$ cat src/rtl/ser_pkg.sv
// Shared types and default sizes for the serial-to-parallel deserializer.
package ser_pkg;

   localparam int WIDTH = 16;
   localparam int CNT_W = 5;

   typedef enum logic {
      IDLE    = 1'b0,
      COLLECT = 1'b1
   } ser_state_t;

   // One completed word: left-aligned data plus the number of bits received.
   typedef struct packed {
      logic [WIDTH-1:0] data;
      logic [CNT_W-1:0] mod;
   } ser_word_t;

endpackage

$ cat src/rtl/ser_deserializer_if.sv
// Serial input, parallel valid/ready output and status of the deserializer.
interface ser_deserializer_if #(
   parameter int WIDTH = ser_pkg::WIDTH,
   parameter int CNT_W = ser_pkg::CNT_W
);

   logic             ser_data_i;
   logic             ser_data_val_i;
   logic [WIDTH-1:0] data_o;
   logic [CNT_W-1:0] data_mod_o;
   logic             data_val_o;
   logic             data_rdy_i;
   logic             busy_o;
   logic             overflow_o;

   // Deserializer side.
   modport slave (
      input  ser_data_i,
      input  ser_data_val_i,
      input  data_rdy_i,
      output data_o,
      output data_mod_o,
      output data_val_o,
      output busy_o,
      output overflow_o
   );

   // Upstream serializer / downstream consumer side.
   modport master (
      output ser_data_i,
      output ser_data_val_i,
      output data_rdy_i,
      input  data_o,
      input  data_mod_o,
      input  data_val_o,
      input  busy_o,
      input  overflow_o
   );

endinterface

$ cat src/rtl/ser_word_fifo.sv
// Small synchronous FIFO of completed words. Pointers carry one extra wrap bit
// so full and empty can be told apart without a separate occupancy counter.
module ser_word_fifo
   import ser_pkg::*;
#(
   parameter int DEPTH = 4
) (
   input  logic      clk_i,
   input  logic      rst_i,
   input  logic      push,
   input  ser_word_t push_word,
   input  logic      pop,
   output logic      full,
   output logic      empty,
   output ser_word_t head
);

   localparam int AW = $clog2(DEPTH);

   logic [AW:0] wr_ptr;
   logic [AW:0] rd_ptr;
   ser_word_t   mem [DEPTH];
   logic        do_push;
   logic        do_pop;

   assign empty = (wr_ptr == rd_ptr);
   assign full  = (wr_ptr[AW] != rd_ptr[AW]) && (wr_ptr[AW-1:0] == rd_ptr[AW-1:0]);

   // A push into a full FIFO only lands when the head leaves on the same edge;
   // the freed slot is exactly the one the write pointer addresses.
   assign do_pop  = pop && !empty;
   assign do_push = push && (!full || do_pop);

   assign head = mem[rd_ptr[AW-1:0]];

   // Storage and pointer update.
   always_ff @(posedge clk_i or posedge rst_i) begin
      if (rst_i) begin
         wr_ptr <= '0;
         rd_ptr <= '0;
         for (int i = 0; i < DEPTH; i++) begin
            mem[i] <= '0;
         end
      end else begin
         if (do_push) begin
            mem[wr_ptr[AW-1:0]] <= push_word;
            wr_ptr              <= wr_ptr + 1'b1;
         end
         if (do_pop) begin
            rd_ptr <= rd_ptr + 1'b1;
         end
      end
   end

endmodule

$ cat src/rtl/ser_deserializer.sv
// Reassembles MSB-first serial bursts into left-aligned words with a bit
// count, buffers them and presents them on a valid/ready interface.
//
//  state   | meaning
//  --------+---------------------------------------------------------------
//  IDLE    | no word in progress; next valid bit starts a new word
//  COLLECT | shifting bits of the current burst into sr, cnt bits so far
module ser_deserializer
#(
   parameter int WIDTH = ser_pkg::WIDTH,
   parameter int DEPTH = 4,
   parameter int CNT_W = ser_pkg::CNT_W
) (
   input  logic                clk_i,
   input  logic                rst_i,
   ser_deserializer_if.slave   bus
);

   import ser_pkg::*;

   ser_state_t       state;
   logic [WIDTH-1:0] sr;
   logic [CNT_W-1:0] cnt;
   logic             busy;
   logic             overflow;

   logic [WIDTH-1:0] new_sr;
   logic [CNT_W-1:0] new_cnt;
   logic             last_bit;
   logic             push;
   ser_word_t        push_word;
   logic             pop;
   logic             fifo_full;
   logic             fifo_empty;
   ser_word_t        head;

   // Shift register and count as they would look after accepting this bit.
   always_comb begin
      new_sr  = sr;
      new_cnt = cnt;
      if (state == IDLE) begin
         new_sr            = '0;
         new_sr[WIDTH-1]   = bus.ser_data_i;
         new_cnt           = CNT_W'(1);
      end else begin
         for (int i = 0; i < WIDTH; i++) begin
            if (i == WIDTH - 1 - int'(cnt)) begin
               new_sr[i] = bus.ser_data_i;
            end
         end
         new_cnt = cnt + CNT_W'(1);
      end
   end

   // A word completes either when valid drops during a burst or when the
   // WIDTH-th bit arrives; in the latter case the incoming bit is included.
   always_comb begin
      last_bit       = bus.ser_data_val_i && (new_cnt == CNT_W'(WIDTH));
      push           = ((state == COLLECT) && !bus.ser_data_val_i) || last_bit;
      push_word.data = bus.ser_data_val_i ? new_sr  : sr;
      push_word.mod  = bus.ser_data_val_i ? new_cnt : cnt;
   end

   assign pop = !fifo_empty && bus.data_rdy_i;

   // Burst FSM with registered busy and sticky overflow.
   always_ff @(posedge clk_i or posedge rst_i) begin
      if (rst_i) begin
         state    <= IDLE;
         sr       <= '0;
         cnt      <= '0;
         busy     <= 1'b0;
         overflow <= 1'b0;
      end else begin
         if (push && fifo_full && !pop) begin
            overflow <= 1'b1;
         end
         case (state)
            IDLE: begin
               if (bus.ser_data_val_i) begin
                  sr  <= new_sr;
                  cnt <= new_cnt;
                  if (last_bit) begin
                     state <= IDLE;
                     busy  <= 1'b0;
                  end else begin
                     state <= COLLECT;
                     busy  <= 1'b1;
                  end
               end
            end
            COLLECT: begin
               if (bus.ser_data_val_i) begin
                  sr  <= new_sr;
                  cnt <= new_cnt;
                  if (last_bit) begin
                     state <= IDLE;
                     busy  <= 1'b0;
                  end
               end else begin
                  state <= IDLE;
                  busy  <= 1'b0;
               end
            end
            default: begin
               state <= IDLE;
               busy  <= 1'b0;
            end
         endcase
      end
   end

   ser_word_fifo #(
      .DEPTH (DEPTH)
   ) u_fifo (
      .clk_i     (clk_i),
      .rst_i     (rst_i),
      .push      (push),
      .push_word (push_word),
      .pop       (pop),
      .full      (fifo_full),
      .empty     (fifo_empty),
      .head      (head)
   );

   assign bus.data_o     = head.data;
   assign bus.data_mod_o = head.mod;
   assign bus.data_val_o = !fifo_empty;
   assign bus.busy_o     = busy;
   assign bus.overflow_o = overflow;

endmodule

$ cat src/flat_wrapper.sv
// flat-port wrapper written by rule: the top's interface ports become plain ports
module ser_deserializer_flat import ser_pkg::*;
#(
   parameter int WIDTH = ser_pkg::WIDTH,
   parameter int DEPTH = 4,
   parameter int CNT_W = ser_pkg::CNT_W
)
  (clk_i, rst_i, bus_ser_data_i, bus_ser_data_val_i, bus_data_rdy_i, bus_data_o, bus_data_mod_o, bus_data_val_o, bus_busy_o, bus_overflow_o);
  ser_deserializer_if #(.WIDTH(WIDTH), .CNT_W(CNT_W)) bus_i ();
  input  logic clk_i;
  input  logic rst_i;
  input wire logic [$bits(bus_i.ser_data_i)-1:0] bus_ser_data_i;
  input wire logic [$bits(bus_i.ser_data_val_i)-1:0] bus_ser_data_val_i;
  input wire logic [$bits(bus_i.data_rdy_i)-1:0] bus_data_rdy_i;
  output wire logic [$bits(bus_i.data_o)-1:0] bus_data_o;
  output wire logic [$bits(bus_i.data_mod_o)-1:0] bus_data_mod_o;
  output wire logic [$bits(bus_i.data_val_o)-1:0] bus_data_val_o;
  output wire logic [$bits(bus_i.busy_o)-1:0] bus_busy_o;
  output wire logic [$bits(bus_i.overflow_o)-1:0] bus_overflow_o;
  assign bus_i.ser_data_i = bus_ser_data_i;
  assign bus_i.ser_data_val_i = bus_ser_data_val_i;
  assign bus_i.data_rdy_i = bus_data_rdy_i;
  assign bus_data_o = bus_i.data_o;
  assign bus_data_mod_o = bus_i.data_mod_o;
  assign bus_data_val_o = bus_i.data_val_o;
  assign bus_busy_o = bus_i.busy_o;
  assign bus_overflow_o = bus_i.overflow_o;
  ser_deserializer #(.WIDTH(WIDTH), .DEPTH(DEPTH), .CNT_W(CNT_W)) u_core (.clk_i(clk_i), .rst_i(rst_i), .bus(bus_i));
endmodule
$ cat config.mk
export PLATFORM = sky130hd
export DESIGN_NAME = ser_deserializer_flat
export DESIGN_NICKNAME = d
export VERILOG_FILES = /design/src/rtl/ser_pkg.sv /design/src/rtl/ser_deserializer_if.sv /design/src/rtl/ser_word_fifo.sv /design/src/rtl/ser_deserializer.sv /design/src/flat_wrapper.sv
export SDC_FILE = /design/constraint.sdc
export NUM_CORES = 1
export LEC_CHECK = 0
export BUFFER_PORTS_ARGS = -buffer_cell sky130_fd_sc_hd__buf_2
export CORE_MARGIN = 2
export CORE_UTILIZATION = 35
export DETAILED_ROUTE_END_ITERATION = 7
export PLACE_DENSITY = 0.6
export SYNTH_ARGS = -nofsm -noshare
export SYNTH_HDL_FRONTEND = slang
export SYNTH_HIERARCHICAL = 1
export SYNTH_SLANG_ARGS = --single-unit
$ cat constraint.sdc
create_clock -name clk_i -period 3.1 [get_ports clk_i]
set_input_delay 0.155 -clock clk_i [delete_from_list [all_inputs] [get_ports clk_i]]
set_output_delay 0.155 -clock clk_i [all_outputs]
set_load 0.02 [all_outputs]
==> results.cfg <==
[finish]
layout.nets = 442
layout-drive-gt1-share_pct = 44.32
num_antenna_cells = 0
syn_to_final_growth_pct = 18.51
post-route-util_pct = 42.71

[yosys]
synth_top_area_share_pct = 49.47
synth_area_leaders = dfrtp_1 (49%), mux2_4 (21%), mux4_2 (8.2%)
synth.avg_cell_area_um2 = 15.10
netlist_instances = 382
async_reset_ff_share_pct = 100.0
ys_types = 39
synth_ff_type = dfrtp_1
yosys_warnings = 6
synth-edff-count = 0
synth_top_cell_by_area = dfrtp_1
synth_seq_cells = 114
synth-seq-area-share_pct = 49.47
netlist_area_um2 = 5767
syn_nets = 397

[global_routing]
grt_pass1_wl_um = 19780
gr-total-overflow = 0
grt_pass1_vias = 3511
grt_antenna_before_repair = 0
grt_max_degree = 66
grtUsageTotal_pct = 14.47

[worst_hold_path]
worstHoldPathType = in -> async

[placement]
gp_congestion = 0.8296
post-dp-hpwl_um = 7622
place_ws_ns = 0.1494
port_buffers = 28

[floorplanning]
die_y_um = 132.4
die_w_um = 132.4
die-area_um2 = 17520
io-pin-count = 29
start_util_pct = 36.04
rows = 46
coreArea_um2 = 16000

[drt]
num_vias = 3218
first_iter_violations = 180
wl_per_cell_um = 17.95
drc = 0
drtAntennaViolNets = 0
dr.pass1.iters = 4
drt_wl_total_um = 11780
via_per_inst = 4.905

[clock_network]
path_clk_slew_ns = 0.05
clockBufferDepth = 2
cts_tree = built
cts_made_buffers = 17
cts_num_sinks = 114
cts_max_level = 4
insertion_delay_ns = 0.41
cts-root-buf = clkbuf_16

[power_and_ir_drop]
powerDensity_nw_per_um2 = 868.0
p_total_mw = 5.932
leakage_nw = 3.428
peakVddDrop_uv = 490.7

[critical_path]
start_kind = register
reg2reg_from = u_core/u_fifo/wr_ptr[1]
reg2reg_slack_ns = 0.22
reg2reg_depth = 7
crit_path_max_fanout = 13
critPathArrivalTime_ns = 3.17
end_kind = register
critical_path_class = reg -> reg
required_ns = 3.39
r2r_end = u_core/u_fifo/mem[72]

[sta]
period_needed_ns = 2.882
setup-violations-final = 0
hold_viol_final = 24
finalClockSkew_ns = 0.01017
whs_ns = -0.02064
slew_headroom_pct = 23.37
drv_slew = 0
rsz0062_at_grt = no
fmax_mhz = 347.0
final.period_utilization_pct = 92.98
finalSetupTns_ns = 0
tightestPinTransition_ns = 1.148
setup_slack_ns = 0.2178

[status]
violations = hold timing
status = finished with violations

[run]
cap_violations = 0
-- registers in the layout, indices dropped and copies added, names as in the netlist --
name	cells
u_core/sr	16
u_core/bus.busy_o	1
u_core/bus.overflow_o	1
u_core/cnt	5
u_core/u_fifo/wr_ptr	3
u_core/state	1
u_core/u_fifo/mem	84
u_core/u_fifo/rd_ptr	3
-- cell usage in the layout (no fill, tap or decap), drive strengths merged, types with 6 or more instances in the layout --
cell type	Yosys	layout
buf	16	46
a21o	7	7
a22o	9	9
nand2	17	17
o21ai	24	24
nand2b	7	7
mux4	21	21
inv	11	10
mux2	87	87
nor2	7	7
nand3	6	6
clkbuf	4	21
dfrtp	114	114
clkinv	0	6
ha	10	10
-- final cells by class --
cell class	count	area, µm²
Fill cell	1482	9166
Sequential cell	114	2853
Multi-Input combinational cell	237	2713
Clock buffer	21	460.4
Timing Repair Buffer	46	312.8
Tap cell	216	270.3
Clock inverter	11	182.7
Inverter	11	42.54
-- layer usage --
metal	track usage [%]	routed length (µm)	part of all wire, %	vias to the layer above
li1	-	-	-	1480
met1	20.32	5803	49	1682
met2	21.65	5540	47	50
met3	4.383	366	3.1	6
met4	4.301	67	0.57	0
met5	0	0	0	-
-- through the flow --
step,cell area [µm²],instances
6_report,6834,656
3_5_place_dp,6152,621
3_3_place_gp,6152,621
2_1_floorplan,5767,382
4_1_cts,6795,653
5_1_grt,6834,656
-- kinds of logic after synthesis --
family / after synthesis / synth area share, %
AO/OA/AOI/OAI: 53 / 7.464
XOR/XNOR: 8 / 1.801
adder cells (fa/ha/maj): 10 / 2.170
buffers and inverters: 31 / 3.558
flip-flops: 114 / 49.47
multiplexers: 109 / 30.57
AND/OR/NAND/NOR: 57 / 4.969
-- cells in the mapped netlist (6+ instances only) --
| cell type | instances |
|---|---|
| nand3_1 | 6 |
| mux2_2 | 7 |
| mux2_4 | 80 |
| o21ai_0 | 23 |
| inv_1 | 11 |
| a22o_1 | 9 |
| dfrtp_1 | 114 |
| mux4_2 | 21 |
| buf_6 | 11 |
| nand2_1 | 17 |
| nor2_1 | 7 |
| nand2b_1 | 7 |
| ha_1 | 10 |
| a21o_1 | 7 |
-- what timing repair did --
item,in CTS,in global routing
resized for setup,0,1
buffers inserted,0,3
hold buffers,0,0
endpoints found under the setup margin,0,26
-- worst max path at each step --
stage	cells past startpoint	to	slack, ns	start
6_report	7	u_core/u_fifo/mem[72]	0.22	u_core/u_fifo/wr_ptr[1]
5_1_grt	7	u_core/u_fifo/mem[72]	0.05	u_core/u_fifo/wr_ptr[1]
4_1_cts	10	u_core/u_fifo/mem[13]	0.12	u_core/cnt[0]
3_5_place_dp	7	u_core/u_fifo/mem[72]	0.15	u_core/u_fifo/wr_ptr[1]
3_3_place_gp	10	u_core/u_fifo/mem[71]	0.17	u_core/cnt[0]
2_1_floorplan	8	u_core/u_fifo/mem[0]	0.38	u_core/u_fifo/rd_ptr[0]
-- power breakdown --
part	total (mW)	internal, mW	switching [mW]
Sequential	1.97	1.76	0.206
Combinational	1.83	0.883	0.947
Clock	2.13	1.46	0.673
Total	5.93	4.11	1.83
-- worst max-delay path, cell delays in order, from the launching register on --
cell	delay (ns)
dfrtp_1	0.47
xor2_4	0.19
or2_2	0.32
nor2_1	0.14
nor2b_1	0.14
o41ai_4	0.93
buf_12	0.27
mux2_4	0.31
(Power assumes the default switching activity.)
